--- config.mk ---
export PLATFORM = sky130hd
export DESIGN_NAME = spi_wb_bridge
export DESIGN_NICKNAME = d
export VERILOG_FILES = /design/src/rtl/spi_wb_bridge.sv
export SDC_FILE = /design/constraint.sdc
export NUM_CORES = 1
export LEC_CHECK = 0
export CORE_MARGIN = 3
export CORE_UTILIZATION = 55
export CTS_BUF_LIST = sky130_fd_sc_hd__clkbuf_4
export DETAILED_ROUTE_END_ITERATION = 7
export DONT_BUFFER_PORTS = 1
export GPL_ROUTABILITY_DRIVEN = 0
export PLACE_DENSITY = 0.69
export SYNTH_ARGS = -nofsm -noshare
export SYNTH_HDL_FRONTEND = slang
export SYNTH_SLANG_ARGS = --single-unit
--- constraint.sdc ---
create_clock -name clk -period 4.3 [get_ports clk]
set_input_delay 0.645 -clock clk [delete_from_list [all_inputs] [get_ports clk]]
set_output_delay 0.645 -clock clk [all_outputs]
set_load 0.05 [all_outputs]
--- src/rtl/spi_wb_bridge.sv ---
// Parses received SPI bytes into single 32-bit Wishbone classic accesses and streams read data back out.
// Bus cycle starts the cycle after the last command byte; read response bytes follow one per tx_ready cycle.
// Stalls indefinitely on tx_ready=0; bytes arriving while a bus cycle or response is in flight are dropped and flag overrun.
module spi_wb_bridge #(
    parameter int unsigned pWbTimeout   = 255,
    parameter int unsigned pIdleTimeout = 1023
) (
    input  logic        clk,
    input  logic        rst_n,
    input  logic [7:0]  rx_data,
    input  logic        rx_stb,
    output logic [7:0]  tx_data,
    output logic        tx_stb,
    input  logic        tx_ready,
    output logic        wb_cyc,
    output logic        wb_stb,
    output logic        wb_we,
    output logic [6:0]  wb_adr,
    output logic [31:0] wb_dat_o,
    output logic [3:0]  wb_sel,
    input  logic [31:0] wb_dat_i,
    input  logic        wb_ack,
    output logic        timeout,
    output logic        overrun
);

    typedef enum logic [1:0] {
        IDLE  = 2'd0,
        WDATA = 2'd1,
        BUS   = 2'd2,
        RESP  = 2'd3
    } state_t;

    // Counters compare against limit-1 so the transition lands exactly limit cycles after entry.
    localparam logic [15:0] WB_LIM   = 16'(pWbTimeout - 1);
    localparam logic [15:0] IDLE_LIM = 16'(pIdleTimeout - 1);

    state_t      state;
    logic [15:0] cnt;
    logic [1:0]  byte_cnt;
    logic [31:0] resp_word;

    assign wb_stb = wb_cyc;
    assign wb_sel = 4'hF;

    always_ff @(posedge clk or negedge rst_n) begin
        if (!rst_n) begin
            state     <= IDLE;
            cnt       <= '0;
            byte_cnt  <= '0;
            resp_word <= '0;
            wb_cyc    <= 1'b0;
            wb_we     <= 1'b0;
            wb_adr    <= '0;
            wb_dat_o  <= '0;
            tx_data   <= '0;
            tx_stb    <= 1'b0;
            timeout   <= 1'b0;
            overrun   <= 1'b0;
        end else begin
            tx_stb  <= 1'b0;
            timeout <= 1'b0;
            case (state)
                IDLE: begin
                    if (rx_stb) begin
                        wb_adr   <= rx_data[6:0];
                        wb_we    <= rx_data[7];
                        cnt      <= '0;
                        byte_cnt <= '0;
                        if (rx_data[7]) begin
                            state <= WDATA;
                        end else begin
                            state  <= BUS;
                            wb_cyc <= 1'b1;
                        end
                    end
                end
                WDATA: begin
                    // A byte arriving on the idle-limit cycle still belongs to this command.
                    if (rx_stb) begin
                        wb_dat_o <= {wb_dat_o[23:0], rx_data};
                        cnt      <= '0;
                        byte_cnt <= byte_cnt + 2'd1;
                        if (byte_cnt == 2'd3) begin
                            state  <= BUS;
                            wb_cyc <= 1'b1;
                        end
                    end else if (cnt == IDLE_LIM) begin
                        state    <= IDLE;
                        wb_dat_o <= '0;
                    end else begin
                        cnt <= cnt + 16'd1;
                    end
                end
                BUS: begin
                    if (rx_stb) begin
                        overrun <= 1'b1;
                    end
                    if (wb_ack) begin
                        wb_cyc   <= 1'b0;
                        cnt      <= '0;
                        byte_cnt <= '0;
                        if (wb_we) begin
                            state <= IDLE;
                        end else begin
                            resp_word <= wb_dat_i;
                            state     <= RESP;
                        end
                    end else if (cnt == WB_LIM) begin
                        wb_cyc    <= 1'b0;
                        timeout   <= 1'b1;
                        cnt       <= '0;
                        byte_cnt  <= '0;
                        resp_word <= '1;
                        state     <= wb_we ? IDLE : RESP;
                    end else begin
                        cnt <= cnt + 16'd1;
                    end
                end
                RESP: begin
                    if (rx_stb) begin
                        overrun <= 1'b1;
                    end
                    if (tx_ready) begin
                        tx_stb    <= 1'b1;
                        tx_data   <= resp_word[31:24];
                        resp_word <= {resp_word[23:0], 8'h00};
                        byte_cnt  <= byte_cnt + 2'd1;
                        if (byte_cnt == 2'd3) begin
                            state <= IDLE;
                        end
                    end
                end
                default: state <= IDLE;
            endcase
        end
    end

endmodule

==> results of run 1 <==
==> critical path, delay by kind of cell, from the launching register on <==
kind,cells,cell delay (ps)
buffers and inverters,1,330
and+or+nand+nor,2,1030
AOI/OAI and AO/OA,1,850
DFF,1,470
muxes,2,630
==> how the worst max path moves through the flow <==
stage,startpoint,endpoint,cells after the start
after floorplan,cnt[8],resp_word[11],7
after global placement,cnt[11],resp_word[23],6
after detailed placement,cnt[11],resp_word[23],6
after CTS,cnt[11],resp_word[23],6
after global routing,cnt[8],resp_word[16],6
final,cnt[9],resp_word[23],6
==> cells by family (layout without fill, tap and decap cells) <==
family,count (synthesis),count (layout)
adder cells (fa/ha/maj),7,7
AND/OR/NAND/NOR,113,113
multiplexers,39,39
buffers and inverters,62,54
AO/OA/AOI/OAI,113,113
XOR/XNOR,4,4
other,1,4
flip-flops,104,104
==> cells in the mapped netlist, types with 6 or more instances <==
library cell  instances
o21ai_0              20
clkbuf_1             18
inv_1                33
mux2i_1              17
dfrtp_1             104
o311ai_0             14
a22o_1               32
nand4_1               6
nand2_1              36
ha_1                  7
o22ai_1              17
a21oi_1              15
nand3_1              21
mux2_2               16
nor2_1               21
nand2b_1             11
==> cell type report <==
cell class / instances / area [um^2]
Inverter: 34 / 127.6
Fill cell: 719 / 3371
Clock buffer: 9 / 67.56
Timing Repair Buffer: 5 / 57.56
Clock inverter: 6 / 52.55
Sequential cell: 104 / 2603
Multi-Input combinational cell: 280 / 1931
Tap cell: 105 / 131.4
==> power by group through the flow <==
stage	clock, mW	sequential, mW	combinational, mW
2_1_floorplan	0	2.31	1.00
3_3_place_gp	0	2.40	1.09
5_1_grt	0.508	2.44	1.29
3_5_place_dp	0	2.42	1.13
4_1_cts	0.466	2.40	1.15
6_report	0.444	2.39	1.14
==> cells in the final DEF (no fill, tap or decap), types with 5 or more instances in the layout <==
cell type and instances:
nand2b_1 11, o21ai_0 20, nand4_1 6, a21oi_1 15, nor2_1 21, clkbuf_4 9
ha_1 7, mux2_2 16, o311ai_0 14, inv_1 33, nand2_1 36, mux2i_1 17
o22ai_1 17, a22o_1 32, dfrtp_1 104, nand3_1 21, mux2_4 5
==> metrics by stage <==
| stage | utilization | instances |
|---|---|---|
| 5_1_grt | 0.5959 | 543 |
| 6_report | 0.5959 | 543 |
| 2_1_floorplan | - | 446 |
| 3_5_place_dp | 0.5782 | 527 |
| 4_1_cts | 0.5959 | 543 |
| 3_3_place_gp | 0.5782 | 527 |
==> registers in the layout, summed over array words and instances (netlist names) <==
name and count:
tx_stb 1, wb_dat_o 32, state 2, timeout 1
wb_we 1, resp_word 32, overrun 1, byte_cnt 2
tx_data 8, wb_adr 7, cnt 16, wb_cyc 1
==> routing by layer <==
layer	part of all wire	routed length (um)
met1	0.47	4511
met5	0	0
met3	0.071	691
met4	0.0095	92
met2	0.45	4405
==> results.sh, run 1 <==
export IMPL_status="finished clean"
export IMPL_drtAntennaViolNets=0
export IMPL_hp_class="input port to async pin"
export IMPL_drc_errors=0
export IMPL_avgSynthCellArea_um2=10.84
export IMPL_cts_sinks=104
export IMPL_firstDrtPassIters=4
export IMPL_grtUsageMet2=0.2970
export IMPL_synth_compound_area_share=0.1655
export IMPL_synth_top_family_by_area="compound AO/OA/AOI/OAI gates"
export IMPL_period_share=0.7873
export IMPL_synthXorXnorAreaFrac=0.007295
export IMPL_p_switching_mw=1.999
export IMPL_slowest_stage="o22a_1"
export IMPL_place_ws_ps=956.9
export IMPL_overflow=0
export IMPL_cap_violations=0
export IMPL_grtUsageMet1=0.2919
export IMPL_r2r_setup_slack_ps=910
export IMPL_p_leak_nw=2.179
export IMPL_row_count=33
export IMPL_grt_max_degree=105
export IMPL_intPower_mw=1.980
export IMPL_worst_slack_ps=914.5
export IMPL_clockBufferDepth=2
export IMPL_viasPerCell=6.072
export IMPL_nNetsFinal=486
export IMPL_p_comb_frac=0.287
export IMPL_antenna_cells=0
export IMPL_post_drt_wl_per_cell_um=17.87
export IMPL_netlist_instances=443
export IMPL_ys_top_cells_by_area="dfrtp_1 54%, a22o_1 5.8%, mux2_2 3.8%"
export IMPL_rsz0062_at_grt="no"
export IMPL_muxShareOfSynthArea=0.09328
export IMPL_critPathLaunchType="flop"
export IMPL_fmax_mhz=295.4
export IMPL_netlist_area_um2=4802
export IMPL_critPathArrivalTime_ps=3740
export IMPL_cts_tree="built"
export IMPL_r2r_start="cnt[9]"
export IMPL_yosysSeqAreaShare=0.5419
export IMPL_yosysWarnings=0
export IMPL_synth_cell_types=46
export IMPL_synth_simple_gate_area_frac=0.1139
export IMPL_crit_path_cell_trace="or4_1, or4_4, mux2i_4, o22a_1, buf_4, mux2i_1"
export IMPL_cp_end_kind="flop"
export IMPL_yosysTopAreaCellShare=0.5419
export IMPL_clockPowerShare=0.112
export IMPL_grt_pass1_vias=3168
export IMPL_die_w_um=99.44
export IMPL_io_buffers=0
export IMPL_core_um2=8341
export IMPL_fin_worst_skew_ps=17.07
export IMPL_crit_type="flop to flop"
export IMPL_routed_wl_um=9701
export IMPL_required_ps=4660
export IMPL_place_area_um2=4822
export IMPL_ioPinCount=102
export IMPL_cts_root_buffer="clkbuf_4"
export IMPL_initial_core_util=0.5758
export IMPL_use_met3=0.06522
export IMPL_postCtsSetupBuffers=0
export IMPL_synthArstFlopShare=1.000
export IMPL_setup_tns_ps=0
export IMPL_yosysTopAreaCell="dfrtp_1"
export IMPL_cts_inserted_buffers=9
export IMPL_syn_to_final_growth_pct=3.491
export IMPL_post_cts_resize_count=0
export IMPL_dieHeight_um=99.44
export IMPL_timing_rr_end="resp_word[23]"
export IMPL_htree_levels=3
export IMPL_initialDrtViolationCount=123
export IMPL_synth_adder_area_share=0.01824
export IMPL_die_area_um2=9888
export IMPL_fin_crit_ps=3385
export IMPL_ys_ff_latch=104
export IMPL_hold_buffers=1
export IMPL_antenna_found_initial=0
export IMPL_grt_pass1_wl_um=16140
export IMPL_sw_frac_of_total=0.5025
export IMPL_critPathMaxStageDelay_ps=850
export IMPL_irDropWorstVdd_mv=0.2698
export IMPL_postLayoutCellArea_um2=4970
export IMPL_slew_headroom=0.3825
export IMPL_hold_slack_ps=111.0
export IMPL_p_seq_frac=0.601
export IMPL_critPathMaxFanout=17
export IMPL_path_clk_slew_ps=160
export IMPL_synthFlopType="dfrtp_1"
export IMPL_synth_edff_count=0
export IMPL_hold_viol_final=0
export IMPL_powerDensity_nw_per_um2=800.7
export IMPL_final_setup_viol_count=0
export IMPL_vias=3297
export IMPL_clk_latency_ps=430
export IMPL_dpl_hpwl_um=6764
export IMPL_top_usage_layer="met2"
export IMPL_grtUsageTotal=0.2017
export IMPL_r2r_cells=6
export IMPL_finalMaxSlewViolations=0
export IMPL_drive_gt1_frac=0.1005
export IMPL_total_power_mw=3.979
export IMPL_worst_slew_pin_slew_ps=926.2
(Power assumes the default switching activity.)
==> inputs of run 2 (changes only) <==
- PLACE_DENSITY: 0.69 -> 0.72
- clock period: 4.3 -> 2.8 ns (I/O delays scaled with it)
==> run 2 against run 1 <==
Compared with the run above: first-iteration DRC count is 16% higher; power rose by 57%; hold slack worse by 76 ps.
==> results.sh, run 2 (synthesis gave the netlist of run 1 again) <==
export IMPL_status="finished clean"
export IMPL_overflow=0
export IMPL_critPathLaunchType="flop"
export IMPL_finalMaxSlewViolations=0
export IMPL_fmax_mhz=392.5
export IMPL_setup_tns_ps=0
export IMPL_io_buffers=0
export IMPL_postCtsSetupBuffers=0
export IMPL_post_route_util=0.6073
export IMPL_viasPerCell=6.072
export IMPL_critPathMaxStageDelay_ps=570
export IMPL_final_common_cell="dfrtp_1"
export IMPL_place_area_um2=4887
export IMPL_ioPinCount=102
export IMPL_p_switching_mw=3.139
export IMPL_p_comb_frac=0.301
export IMPL_critPathArrivalTime_ps=2890
export IMPL_drc_errors=0
export IMPL_cts_tree="built"
export IMPL_vias=3352
export IMPL_die_w_um=99.44
export IMPL_fin_crit_ps=2548
export IMPL_worst_slack_ps=252.0
export IMPL_required_ps=3140
export IMPL_sw_frac_of_total=0.5011
export IMPL_layout_cells_non_filler=552
export IMPL_rsz0062_at_grt="no"
export IMPL_clk_latency_ps=460
export IMPL_crit_type="flop to flop"
export IMPL_grt_pass1_wl_um=16280
export IMPL_routed_wl_um=9816
export IMPL_grt_pass1_vias=3277
export IMPL_crit_path_cell_trace="or4_1, or4_4, mux2i_4, o22a_1, buf_12, mux2_2"
export IMPL_row_count=33
export IMPL_dpl_hpwl_um=6743
export IMPL_drtAntennaViolNets=0
export IMPL_intPower_mw=3.125
export IMPL_slew_headroom=0.4004
export IMPL_htree_levels=3
export IMPL_core_um2=8341
export IMPL_slowest_stage="or4_1"
export IMPL_antenna_cells=0
export IMPL_nNetsFinal=494
export IMPL_antenna_found_initial=0
export IMPL_total_power_mw=6.263
export IMPL_final_setup_viol_count=0
export IMPL_worst_slew_pin_slew_ps=899.4
export IMPL_n_fill_cell=685
export IMPL_clockBufferDepth=2
export IMPL_p_seq_frac=0.579
export IMPL_post_drt_wl_per_cell_um=17.78
export IMPL_cts_root_buffer="clkbuf_4"
export IMPL_grt_max_degree=105
export IMPL_grtUsageTotal=0.2038
export IMPL_dieHeight_um=99.44
export IMPL_initial_core_util=0.5758
export IMPL_postLayoutCellArea_um2=5065
export IMPL_drive_gt1_frac=0.1163
export IMPL_powerDensity_nw_per_um2=1237
export IMPL_die_area_um2=9888
export IMPL_hp_class="input port to flop"
export IMPL_cap_violations=0
export IMPL_place_ws_ps=310.2
export IMPL_cp_end_kind="flop"
export IMPL_irDropWorstVdd_mv=0.4837
export IMPL_hold_buffers=2
export IMPL_cts_inserted_buffers=9
export IMPL_path_clk_slew_ps=170
export IMPL_final_cell_mix="104 x dfrtp_1, 36 x nand2_1, 33 x inv_1, 32 x a22o_1"
export IMPL_dp_cells=534
export IMPL_post_cts_resize_count=0
export IMPL_hold_slack_ps=35.10
export IMPL_critPathMaxFanout=24
export IMPL_firstDrtPassIters=4
export IMPL_cts_sinks=104
export IMPL_period_share=0.9100
export IMPL_hold_viol_final=0
export IMPL_top_regs="resp_word: 32 flops, wb_dat_o: 32 flops, cnt: 16 flops"
export IMPL_clockPowerShare=0.121
export IMPL_fin_worst_skew_ps=27.55
export IMPL_p_leak_nw=2.236
export IMPL_initialDrtViolationCount=143
export IMPL_syn_to_final_growth_pct=5.472
[run 2: final cells by class]
cell class / count / area, um^2 / area share
clock buffer: 9 / 67.56 / 0.01334
clock inverter: 7 / 72.57 / 0.01433
inverter: 34 / 127.6 / 0.02520
multi-input combinational: 280 / 1931 / 0.3812
sequential: 104 / 2603 / 0.5138
tap: 105 / 131.4 / 0.02594
timing repair buffer: 13 / 132.6 / 0.02619
[run 2: power groups by stage]
stage                     Combinational (mW)  Sequential [mW]  Clock, mW
final                                   1.88             3.62      0.756
after floorplan                         1.54             3.55          0
after CTS                               1.89             3.63      0.780
after global placement                  1.79             3.64          0
after detailed placement                1.85             3.67          0
after global routing                    2.12             3.70      0.846
[run 2: critical path: cells and delay by family, from the launching register on]
family | cells | cell delay, ps
simple gates | 2 | 1050
flops | 1 | 460
buf+inv | 1 | 210
compound gates | 1 | 210
mux | 2 | 510
[run 2: path summary, 6_finish.rpt]
kind                       slack (ps)            end         start  cells after the start
min                                40        timeout        wb_ack                      1
min reg2reg                       520   resp_word[1]  resp_word[1]                      2
max reg2reg                       250  resp_word[10]        cnt[8]                      6
max                               250  resp_word[10]        cnt[8]                      6
max in group asynchronous        1870        timeout         rst_n                      2
min in group asynchronous         530   wb_dat_o[27]         rst_n                      2
[run 2: routing by layer]
layer  vias up  GRT usage  routed length, um
met4         0    0.06513                118
met3        12    0.06522                689
met5         -          0                  0
li1       1591          -                  -
met1      1661     0.3010               4682
met2        88     0.2867               4325
